**src/rtl/seven_segment_to_binary.sv**
```systemverilog
// seven_segment_to_binary
//   Watches a set of 7-segment drive pins (A..G, active-high) and turns them back
//   into a 4-bit value. The pins are synchronised with two flops. Each new pattern
//   must then hold for STABLE_CYCLES samples before it is accepted. Each accepted
//   change produces one report, classified as a digit, a blank or an error.
//
// Ports
//   i_Clk                    system clock, rising edge
//   i_Rst_L                  synchronous reset, active-low
//   i_mode[1:0]              00/10/11 hex decode, 01 decimal only (A-F -> error)
//   i_Segment_A..G           segment pins, pattern bit 6 (A) down to bit 0 (G)
//   o_Binary_Num[3:0]        decoded value of last accepted pattern (0 if blank/error)
//   o_Pattern[6:0]           raw last accepted pattern {A..G}
//   o_Blank                  last accepted pattern was all-off
//   o_Error                  last accepted pattern not decodable in the sampled mode
//   o_Valid                  one-cycle pulse when the outputs above update
module seven_segment_to_binary #(
  parameter int STABLE_CYCLES = 16
) (
  input  logic       i_Clk,
  input  logic       i_Rst_L,
  input  logic [1:0] i_mode,
  input  logic       i_Segment_A,
  input  logic       i_Segment_B,
  input  logic       i_Segment_C,
  input  logic       i_Segment_D,
  input  logic       i_Segment_E,
  input  logic       i_Segment_F,
  input  logic       i_Segment_G,
  output logic [3:0] o_Binary_Num,
  output logic [6:0] o_Pattern,
  output logic       o_Blank,
  output logic       o_Error,
  output logic       o_Valid
);

  localparam int CNT_W = $clog2(STABLE_CYCLES + 1);
  localparam logic [CNT_W-1:0] CNT_MAX = CNT_W'(STABLE_CYCLES);

  typedef enum logic [1:0] {IDLE, SETTLE, REPORT} state_t;

  logic [6:0] pins;
  logic [6:0] sync1_reg, sync2_reg;

  state_t     state_reg, state_next;
  logic [6:0] cand_reg, cand_next;
  logic [6:0] accepted_reg, accepted_next;
  logic [CNT_W-1:0] cnt_reg, cnt_next, cnt_inc;
  logic       first_reg, first_next;

  logic [3:0] dec_num;
  logic       dec_blank, dec_error, dec_letter, dec_known;
  logic       report;

  logic [3:0] num_reg;
  logic [6:0] pattern_reg;
  logic       blank_reg, error_reg, valid_reg;

  assign pins = {i_Segment_A, i_Segment_B, i_Segment_C, i_Segment_D,
                 i_Segment_E, i_Segment_F, i_Segment_G};

  // Two-flop synchroniser. The pins come from another driver and are asynchronous to i_Clk.
  always_ff @(posedge i_Clk) begin
    if (!i_Rst_L) begin
      sync1_reg <= '0;
      sync2_reg <= '0;
    end else begin
      sync1_reg <= pins;
      sync2_reg <= sync1_reg;
    end
  end

  // State register and the settle datapath that travels with it.
  always_ff @(posedge i_Clk) begin
    if (!i_Rst_L) begin
      state_reg    <= IDLE;
      cand_reg     <= '0;
      accepted_reg <= '0;
      cnt_reg      <= '0;
      first_reg    <= 1'b1;
    end else begin
      state_reg    <= state_next;
      cand_reg     <= cand_next;
      accepted_reg <= accepted_next;
      cnt_reg      <= cnt_next;
      first_reg    <= first_next;
    end
  end

  // Saturating increment, so a long-stable candidate can never wrap back to a low count.
  assign cnt_inc = (cnt_reg == CNT_MAX) ? cnt_reg : cnt_reg + 1'b1;

  // Next-state logic.
  always_comb begin
    state_next    = state_reg;
    cand_next     = cand_reg;
    accepted_next = accepted_reg;
    cnt_next      = cnt_reg;
    first_next    = first_reg;
    case (state_reg)
      IDLE: begin
        // After reset the first pattern is reported even if it equals the reset value.
        if ((sync2_reg != accepted_reg) || first_reg) begin
          cand_next = sync2_reg;
          cnt_next  = CNT_W'(1);
          // With a one-sample window the loading sample already completes the settle.
          state_next = (STABLE_CYCLES <= 1) ? REPORT : SETTLE;
        end
      end
      SETTLE: begin
        if (sync2_reg == cand_reg) begin
          cnt_next = cnt_inc;
          if (cnt_inc == CNT_MAX)
            state_next = REPORT;
        end else if ((sync2_reg == accepted_reg) && !first_reg) begin
          // A glitch that returns to the accepted pattern is dropped without a report.
          state_next = IDLE;
        end else begin
          cand_next = sync2_reg;
          cnt_next  = CNT_W'(1);
        end
      end
      REPORT: begin
        accepted_next = cand_reg;
        first_next    = 1'b0;
        state_next    = IDLE;
      end
      default: state_next = IDLE;
    endcase
  end

  // Output logic: decode the candidate using the mode present in the report cycle.
  always_comb begin
    dec_num    = 4'h0;
    dec_known  = 1'b1;
    dec_letter = 1'b0;
    case (cand_reg)
      7'h7E: dec_num = 4'h0;
      7'h30: dec_num = 4'h1;
      7'h6D: dec_num = 4'h2;
      7'h79: dec_num = 4'h3;
      7'h33: dec_num = 4'h4;
      7'h5B: dec_num = 4'h5;
      7'h5F: dec_num = 4'h6;
      7'h70: dec_num = 4'h7;
      7'h7F: dec_num = 4'h8;
      7'h7B: dec_num = 4'h9;
      7'h77: begin dec_num = 4'hA; dec_letter = 1'b1; end
      7'h1F: begin dec_num = 4'hB; dec_letter = 1'b1; end
      7'h4E: begin dec_num = 4'hC; dec_letter = 1'b1; end
      7'h3D: begin dec_num = 4'hD; dec_letter = 1'b1; end
      7'h4F: begin dec_num = 4'hE; dec_letter = 1'b1; end
      7'h47: begin dec_num = 4'hF; dec_letter = 1'b1; end
      default: dec_known = 1'b0;
    endcase
    dec_blank = (cand_reg == 7'h00);
    dec_error = !dec_blank && (!dec_known || (dec_letter && (i_mode == 2'b01)));
    if (dec_blank || dec_error)
      dec_num = 4'h0;
    report = (state_reg == REPORT);
  end

  // Report registers. They hold their value between reports.
  always_ff @(posedge i_Clk) begin
    if (!i_Rst_L) begin
      num_reg     <= '0;
      pattern_reg <= '0;
      blank_reg   <= 1'b0;
      error_reg   <= 1'b0;
      valid_reg   <= 1'b0;
    end else begin
      valid_reg <= report;
      if (report) begin
        num_reg     <= dec_num;
        pattern_reg <= cand_reg;
        blank_reg   <= dec_blank;
        error_reg   <= dec_error;
      end
    end
  end

  assign o_Binary_Num = num_reg;
  assign o_Pattern    = pattern_reg;
  assign o_Blank      = blank_reg;
  assign o_Error      = error_reg;
  assign o_Valid      = valid_reg;

endmodule

```
**config.mk**
```make
export PLATFORM = sky130hd
export DESIGN_NAME = seven_segment_to_binary
export DESIGN_NICKNAME = d
export VERILOG_FILES = /design/src/rtl/seven_segment_to_binary.sv
export SDC_FILE = /design/constraint.sdc
export NUM_CORES = 1
export LEC_CHECK = 0
export CAP_MARGIN = 5
export CORE_UTILIZATION = 50
export CTS_CLUSTER_DIAMETER = 100
export DETAILED_ROUTE_END_ITERATION = 12
export HOLD_SLACK_MARGIN = 0.03
export PLACE_DENSITY = 0.72
export SYNTH_ARGS = -nofsm -noshare
export SYNTH_HDL_FRONTEND = slang
export SYNTH_SLANG_ARGS = --single-unit
```
**constraint.sdc**
```tcl
create_clock -name i_Clk -period 2.1 [get_ports i_Clk]
set_input_delay 0.63 -clock i_Clk [delete_from_list [all_inputs] [get_ports i_Clk]]
set_output_delay 0.63 -clock i_Clk [all_outputs]
set_load 0.02 [all_outputs]
```
==> flow_summary.yaml <==
run_status:
  run_status: "complete, no violations"
detailed_routing:
  firstDrtPassIters: 5
  vias_per_cell: 5.61
  drc_errors: 0
  drt_iter0_drc: 216
  wl_per_cell_um: 14.0
  num_vias: 1917
  antenna_left: 0
  detail_route.wirelength_mm: 4.78
floorplan:
  core.rowCount: 24
  start_util: 0.518
  die_area_um2: 4790
  core_area_um2: 4350
  ios: 25
  die_h_um: 69.2
  die_width_um: 69.2
synthesis:
  ys_seq_elements: 43
  synthesis.instances: 264
  ys.flop_type: "dfxtp_1"
  synth_area_leaders: "dfxtp_1 38%, nand2_1 8.5%, xnor2_1 5.4%"
  synth_nets: 277
  syn_area_per_cell_um2: 8.55
  syn_area_um2: 2260
  synth-edff-count: 0
  ys_warn_count: 0
  synth_top_area_share: 0.381
  async_flop_share: 0
  synth_area_leader_cell: "dfxtp_1"
  yosysSeqAreaShare: 0.381
  yosysUniqueCellTypes: 55
timing:
  worst_slew_pin_slew_ns: 0.496
  finalHoldViolations: 0
  rsz0062_at_grt: "false"
  timing.final.ws_setup_ns: 0.145
  fmax_mhz: 512
  fin_crit_sh: 0.931
  slew_headroom: 0.668
  layout_min_cycle_time_ns: 1.95
  finalSetupViolations: 0
  skew_ns: 0.00649
  setup_tns_ns: 0
  whs_ns: 0.437
  drv_slew: 0
clock_network:
  cts_tree: "built"
  clk-insertion-delay-late_ns: 0.30
  post_cts_resized: 0
  clockRootBuffer: "clkbuf_8"
  cts_setup_buffers: 0
  clock-sinks: 43
  cts.clk_slew.worst_paths_ns: 0.09
  clockBufferDepth: 2
  cts_hold_buf: 0
  cts_made_buffers: 5
  cts_max_level: 2
setup_path:
  worstPathArrival_ns: 1.32
  end_kind: "primary output"
  r2r_slack_ns: 0.30
  crit_family: "buffers and inverters"
  crit_fanout: 3
  timing.critical_path.buf_inv: 1
  cp_slowest_cell: "clkdlybuf4s50_1"
  cp-start-kind: "register"
  required_ns: 1.47
  worstPathCellList: "clkdlybuf4s50_1"
  worstSetupPathType: "register to primary output"
  r2r_start: "cand_reg[3]"
  r2r_cells: 6
  r2r_end: "o_Error"
  worst_path_largest_cell_delay_ns: 0.64
final_layout:
  final_util: 0.607
  final_area_um2: 2640
  areaGrowthSynthToFinish_pct: 17.1
  instances_no_fill: 342
  n_antenna_cell: 0
  fillers: 384
  nNetsFinal: 302
  drive_gt1_frac: 0.117
flow_run:
  drv_cap: 0
pwr:
  ir_drop_mv: 0.485
  power_leakage_nw: 0.963
  powerDensity_nw_per_um2: 598
  finalPower_mw: 1.58
placed_design:
  hpwl_mm: 3.49
  place_ws_ns: 0.120
  portBuffers: 24
  placed_cell_area_um2: 2550
  place_inst: 334
  gp_congestion: 0.869
global_route:
  grt_pass1_wl_mm: 7.97
  grt_max_degree: 20
  antenna_found_initial: 0
  track_usage: 0.206
  grt_remaining_overflow: 0
  grt_pass1_vias: 1766
hold_path:
  min_from: "sync1_reg[2]"
  whs_path_depth: 1
  hp-class: "register to register"
  min_to: "sync2_reg[2]"
-- cell families after synthesis --
logic type | after synthesis | synth area share
adders and majority gates | 2 | 0.0111
xor gates and xnor gates | 18 | 0.0732
muxes | 8 | 0.0355
AOI/OAI and AO/OA | 45 | 0.135
and+or+nand+nor | 124 | 0.303
DFF | 43 | 0.381
buffers and inverters | 24 | 0.0610
-- area by class of cell --
cell class	count	area [um^2]	area share
repair buffers	39	353	0.133
multi-input cells	197	1260	0.476
well taps	52	65.1	0.0246
flip-flops and latches	43	861	0.326
clock inverters	3	26.3	0.00994
clock buffers	5	68.8	0.0260
inverters	3	11.3	0.00426
-- routing by layer --
metal  part of all wire  vias up  track usage
met5                  0        -            0
met4              0.021        0       0.0839
met3              0.047       10       0.0509
met2               0.47       48        0.337
met1               0.46      891        0.260
li1                   -      968            -
-- where the power goes --
group          switching (mW)  total (mW)  internal (mW)
combinational          0.0862       0.167         0.0810
clock                   0.315       0.559          0.245
sequential             0.0177       0.853          0.835
-- cell usage after synthesis, types with 3 or more instances --
library cell / instances
nand4_1: 5
xnor2_1: 14
buf_2: 5
inv_1: 3
and2_1: 15
and3_1: 3
a21oi_1: 15
mux2i_1: 8
dfxtp_1: 43
nand2_1: 51
xor2_1: 3
nand3_1: 6
o21ai_0: 9
nand3b_1: 4
nor3_1: 4
a31oi_1: 4
nor2_1: 12
clkbuf_1: 10
buf_6: 5
-- worst max-delay path by stage --
stage,from,endpoint,slack (ns),cells past startpoint
floorplan,o_Pattern[0],cnt_reg[0],0.50,5
global placement,i_mode[1],o_Error,0.14,6
detailed placement,i_mode[1],o_Error,0.12,6
CTS,o_Pattern[3],o_Pattern[3],0.15,1
global route,o_Pattern[5],o_Pattern[5],0.11,1
finish,o_Pattern[3],o_Pattern[3],0.15,1
-- layout by cell type, fill, tap and decap left out, drive strengths merged, types with 2 or more instances in the layout --
cell / instances
o21ai: 9
nor2: 12
clkdlybuf4s50: 24
a32o: 2
nand4b: 2
mux2i: 8
nand3b: 4
a21oi: 16
nor3: 6
buf: 15
ha: 2
or3b: 2
clkbuf: 5
nor2b: 2
nand2b: 2
and2: 15
nand4: 5
o22ai: 2
a31oi: 4
dfxtp: 43
xnor2: 15
and3b: 2
inv: 5
nand3: 6
xor2: 3
nand2: 51
and3: 3
nor4: 3
nor3b: 2
No activity file was read; power rests on OpenSTA's default activity.
